$ cat src/rtl/vector_check_engine.sv
// Self-check engine: replays stored stimulus/answer pairs into a fixed-latency DUT
// and scores the masked responses (pass count, fail count, first failing index).
module vector_check_engine #(
  parameter int unsigned IN_W  = 68,
  parameter int unsigned OUT_W = 34,
  parameter int unsigned DEPTH = 16,
  parameter int unsigned LAT   = 0,
  parameter int unsigned AW    = $clog2(DEPTH),
  parameter int unsigned CW    = $clog2(DEPTH + 1)
) (
  input  logic             clk,
  input  logic             rst,
  input  logic             ld_en,
  input  logic [AW-1:0]    ld_addr,
  input  logic [IN_W-1:0]  ld_stim,
  input  logic [OUT_W-1:0] ld_ans,
  input  logic [CW-1:0]    num_tests,
  input  logic [OUT_W-1:0] cmp_mask,
  input  logic             start,
  output logic [IN_W-1:0]  dut_stim,
  input  logic [OUT_W-1:0] dut_resp,
  output logic             busy,
  output logic             done,
  output logic [CW-1:0]    score,
  output logic [CW-1:0]    err_count,
  output logic [AW-1:0]    first_err_idx,
  output logic             first_err_vld
);

  localparam int unsigned LCW = $clog2(LAT + 2);

  typedef enum logic [2:0] {
    S_IDLE,
    S_APPLY,
    S_WAIT,
    S_CHECK,
    S_DONE
  } state_t;

  logic [IN_W-1:0]  mem_stim [DEPTH];
  logic [OUT_W-1:0] mem_ans  [DEPTH];

  state_t           state_q, state_d;
  logic [AW-1:0]    idx_q, idx_d;
  logic [CW-1:0]    n_q, n_d;
  logic [OUT_W-1:0] mask_q, mask_d;
  logic [LCW-1:0]   wcnt_q, wcnt_d;
  logic [CW-1:0]    score_q, score_d;
  logic [CW-1:0]    err_q, err_d;
  logic [AW-1:0]    ferr_idx_q, ferr_idx_d;
  logic             ferr_vld_q, ferr_vld_d;
  logic [IN_W-1:0]  stim_q, stim_d;
  logic             busy_q, busy_d;
  logic             done_q, done_d;

  logic             start_ok;
  logic [CW-1:0]    n_start;
  logic             cmp_pass;
  logic             last_vec;

  // Vector memory: no reset, frozen while a run is in progress
  always_ff @(posedge clk) begin
    if (ld_en && !busy_q) begin
      mem_stim[ld_addr] <= ld_stim;
      mem_ans[ld_addr]  <= ld_ans;
    end
  end

  always_ff @(posedge clk) begin
    if (rst) begin
      state_q    <= S_IDLE;
      idx_q      <= '0;
      n_q        <= '0;
      mask_q     <= '0;
      wcnt_q     <= '0;
      score_q    <= '0;
      err_q      <= '0;
      ferr_idx_q <= '0;
      ferr_vld_q <= 1'b0;
      stim_q     <= '0;
      busy_q     <= 1'b0;
      done_q     <= 1'b0;
    end else begin
      state_q    <= state_d;
      idx_q      <= idx_d;
      n_q        <= n_d;
      mask_q     <= mask_d;
      wcnt_q     <= wcnt_d;
      score_q    <= score_d;
      err_q      <= err_d;
      ferr_idx_q <= ferr_idx_d;
      ferr_vld_q <= ferr_vld_d;
      stim_q     <= stim_d;
      busy_q     <= busy_d;
      done_q     <= done_d;
    end
  end

  always_comb begin
    state_d    = state_q;
    idx_d      = idx_q;
    n_d        = n_q;
    mask_d     = mask_q;
    wcnt_d     = wcnt_q;
    score_d    = score_q;
    err_d      = err_q;
    ferr_idx_d = ferr_idx_q;
    ferr_vld_d = ferr_vld_q;
    stim_d     = stim_q;

    start_ok = start && ((state_q == S_IDLE) || (state_q == S_DONE));
    n_start  = (num_tests > CW'(DEPTH)) ? CW'(DEPTH) : num_tests;
    cmp_pass = (((dut_resp ^ mem_ans[idx_q]) & mask_q) == '0);
    last_vec = (CW'(idx_q) == (n_q - CW'(1)));

    case (state_q)
      S_IDLE, S_DONE: begin
        if (start_ok) begin
          n_d        = n_start;
          mask_d     = cmp_mask;
          score_d    = '0;
          err_d      = '0;
          ferr_idx_d = '0;
          ferr_vld_d = 1'b0;
          idx_d      = '0;
          state_d    = (n_start == '0) ? S_DONE : S_APPLY;
        end
      end
      S_APPLY: begin
        stim_d  = mem_stim[idx_q];
        wcnt_d  = LCW'(LAT);
        state_d = (LAT == 0) ? S_CHECK : S_WAIT;
      end
      S_WAIT: begin
        wcnt_d = wcnt_q - LCW'(1);
        if (wcnt_q == LCW'(1)) state_d = S_CHECK;
      end
      S_CHECK: begin
        if (cmp_pass) begin
          score_d = score_q + CW'(1);
        end else begin
          err_d = err_q + CW'(1);
          if (!ferr_vld_q) begin
            ferr_idx_d = idx_q;
            ferr_vld_d = 1'b1;
          end
        end
        if (last_vec) begin
          state_d = S_DONE;
        end else begin
          idx_d   = idx_q + AW'(1);
          state_d = S_APPLY;
        end
      end
      default: state_d = S_IDLE;
    endcase

    // Status flags follow the state being entered so they stay registered
    busy_d = (state_d == S_APPLY) || (state_d == S_WAIT) || (state_d == S_CHECK);
    done_d = (state_d == S_DONE);
  end

  assign dut_stim      = stim_q;
  assign busy          = busy_q;
  assign done          = done_q;
  assign score         = score_q;
  assign err_count     = err_q;
  assign first_err_idx = ferr_idx_q;
  assign first_err_vld = ferr_vld_q;

endmodule

$ cat config.mk
export PLATFORM = sky130hd
export DESIGN_NAME = vector_check_engine
export DESIGN_NICKNAME = d
export VERILOG_FILES = /design/src/rtl/vector_check_engine.sv
export SDC_FILE = /design/constraint.sdc
export NUM_CORES = 1
export LEC_CHECK = 0
export CAP_MARGIN = 20
export CORE_UTILIZATION = 60
export DETAILED_ROUTE_END_ITERATION = 12
export PLACE_DENSITY = 0.79
export SLEW_MARGIN = 20
export SYNTH_ARGS = -nofsm -noshare
export SYNTH_HDL_FRONTEND = slang
export SYNTH_SLANG_ARGS = --single-unit
$ cat constraint.sdc
create_clock -name clk -period 12.1 [get_ports clk]
set_input_delay 1.21 -clock clk [delete_from_list [all_inputs] [get_ports clk]]
set_output_delay 1.21 -clock clk [all_outputs]
set_load 0.01 [all_outputs]
==> key figures <==
CTS
  – Worst skew pair latency: 780 ps
  – Clk slew on worst S/H paths: 60 ps
  – CTS Hold Buffers Added: 0
  – Post-CTS sizing: 0
  – CTS root buf: clkbuf_16
  – Setup Fix Bufs, Post-CTS: 0
  – CTS tree: done
  – CTS sink cnt: 1768
  – CTS Buf Count: 169
  – H-tree levels: 4
  – CTS max path bufs: 3

Worst hold path
  – Worst Hold Class: reg2reg

STA
  – Slew HR: 0.1804
  – Unrepaired setup endpoints after global routing: no
  – Final setup fails: 0
  – Worst Tran Pin Value: 1229 ps
  – Final Max Tran Viols: 0
  – Highest clock rate: 179.4 MHz
  – Setup_tns: 0 ps
  – Final Hold Fails: 0
  – Min Clock Period, post-route: 5574 ps
  – Final cycle utilization of the critical path: 0.4607
  – Worst Skew: 43.97 ps

Synthesis
  – Synthesized Nets: 3376
  – Synth Area per Inst: 21.12 um^2
  – Area contributors post-synth: edfxtp_1, mux4_2, dfxtp_1
  – Warnings from Yosys: 0
  – Number of synthesized flops with an enable pin: 1632
  – Ys async rst share: 0
  – Share of the synthesized area in the top cell type: 0.7278
  – Mapped cell area: 67340 um^2
  – Post-synth top flop: edfxtp_1
  – Register bit total from synthesis: 1768
  – Most common cell in the netlist: edfxtp_1
  – Sequential share of the synthesized area: 0.7682
  – Post-synthesis cell count: 3189
  – Synth area leader: edfxtp_1
  – Post-synth top cells: edfxtp_1, mux4_2, nand2_1
  – Yosys cell types: 74

Routing
  – Post-DR vias/cell: 6.658
  – Detailed-route via count: 34.33k
  – Antenna viol nets, final: 0
  – Drt drc: 0
  – Routed WL per cell: 32.48 um
  – Initial DRC count: 4298
  – First drt pass iteration count: 7
  – Drt total wl: 167.5 mm

Status
  – Status: finished, final reports clean

Flow run
  – Max Cap Viol: 0

Floorplan
  – Initial Utilization: 0.6068
  – Die Wd: 337 um
  – Core ar.: 111000 um^2
  – I/O pins: 268
  – Die area: 113600 um^2
  – Row count: 122
  – DIE HEIGHT: 337 um

Worst setup path
  – CP cell instances: buf_4, buf_4, nor2b_1, buf_4, a22o_1, nor3_1, or3_1, a32o_1, a221oi_1, nand4_2, o21ai_1, or2_2, mux2i_1
  – Crit Path Class: reg2reg
  – CP max stage delay: 900 ps
  – Critical Path RT: 12770 ps
  – Cell mode on critical path: buf_4
  – CP arrival: 6240 ps
  – Startpoint types: flop
  – Worst path slowest cell: buf_4
  – CP max FO: 54
  – Crit path capture type: flop

Placed design
  – Post-DP Area: 71710 um^2
  – DP HPWL: 82.63 mm
  – Port-buffer cells: 267
  – GP Congestion: 0.9239

Layout
  – Fillers: 6483
  – Area grow syn2layout: 14.95%
  – Post-route cell area: 77400 um^2
  – Final net count: 3697
  – Fraction of layout cells with a size suffix above 1: 0.2172

Global routing
  – Overall Global Routing Usage: 0.3012
  – Largest net degree at the start of global routing: 104
  – First-pass GRT wire length: 242.0 mm
  – Gr ovfl total: 0
  – Initial antenna violation count: 23
  – Number of global-route vias before repair: 35.93k

Power and ir drop
  – Max VDD drop: 0.1425 mV
  – Cell area power density: 165.2 nW/um^2
  – Leakage power: 23.62 nW
## routing by layer
metal | vias up | global-route usage | routed length [um]
li1 | 13830 | - | -
met1 | 17930 | 0.3885 | 59630
met2 | 2173 | 0.5061 | 85460
met3 | 390 | 0.06039 | 16480
met4 | 12 | 0.1233 | 5833
met5 | - | 0 | 81
## cells by family after synthesis
logic type / count (synthesis) / synth area share
buffers and inverters: 174 / 0.01239
xor gates and xnor gates: 31 / 0.004032
muxes: 536 / 0.1622
adders and majority gates: 4 / 0.0007433
AOI/OAI and AO/OA: 253 / 0.02405
and+or+nand+nor: 423 / 0.02834
DFF: 1768 / 0.7682
## power breakdown
group          internal (W)  leakage, nW  switching [W]
Sequential          0.00677         15.8      0.0000634
Clock               0.00308         2.76        0.00229
Combinational      0.000236         5.03       0.000354
Total                0.0101         23.6        0.00270
## cell type report
class / instances / area [um^2] / share of cell area
inverter: 8 / 30.03 / 0.0003880
timing repair buffer: 316 / 3171 / 0.04096
multi-input combinational: 1247 / 14900 / 0.1925
clock buffer: 209 / 4556 / 0.05886
sequential: 1768 / 51750 / 0.6687
clock inverter: 108 / 1099 / 0.01419
tap: 1488 / 1862 / 0.02405
antenna: 13 / 32.53 / 0.0004203
## worst paths after layout
| kind | slack, ps | depth (start not counted) | endpoint | start |
|---|---|---|---|---|
| worst min register to register | 460 | 2 | dut_stim[6]$_SDFFE_PP0P_ | dut_stim[6]$_SDFFE_PP0P_ |
| worst max register to register | 6530 | 13 | err_count[4]$_SDFFE_PP0P_ | flop |
| worst min-delay path | 460 | 2 | dut_stim[6]$_SDFFE_PP0P_ | dut_stim[6]$_SDFFE_PP0P_ |
| worst max-delay path | 6530 | 13 | err_count[4]$_SDFFE_PP0P_ | flop |
## worst max-delay path: cells and delay by family (launching register included)
family	cells	cell delay [ps]
and+or+nand+nor	5	1270
AOI/OAI and AO/OA	4	1340
buffers and inverters	3	1870
DFF	1	720
muxes	1	170
## registers in the layout, summed over array words and instances (netlist names), 3 cells and up, named ones only
register / count
score: 5
first_err_idx: 4
n_q: 5
mask_q: 34
mem_ans: 544
state_q: 3
idx_q: 4
err_count: 5
mem_stim: 1088
dut_stim: 68
## through the flow
stage | hold WS, ps | utilization | worst slack (ps) | std cells | total power, W
6_report | 458.3 | 0.6975 | 6526 | 5157 | 0.01279
5_1_grt | 472.0 | 0.6973 | 6194 | 5151 | 0.01310
4_1_cts | 458.5 | 0.6971 | 6509 | 5144 | 0.01285
3_5_place_dp | 450.6 | 0.6462 | 6577 | 4827 | 0.007543
3_3_place_gp | 445.6 | 0.6462 | 6685 | 4827 | 0.007516
2_1_floorplan | 431.7 | - | 2749 | 3189 | 0.007239
## placed cells by master (no fill, tap or decap), drive strengths merged, types with 75 or more instances in the layout
master         Yosys  final
clkdlybuf4s50      0    266
clkinv             0     75
nand2            258    258
dfxtp            136    136
clkbuf            97    209
mux2i             90     90
a21oi            128    128
mux4             444    444
edfxtp          1632   1632
Note: power is estimated with default switching activity, not from simulation.
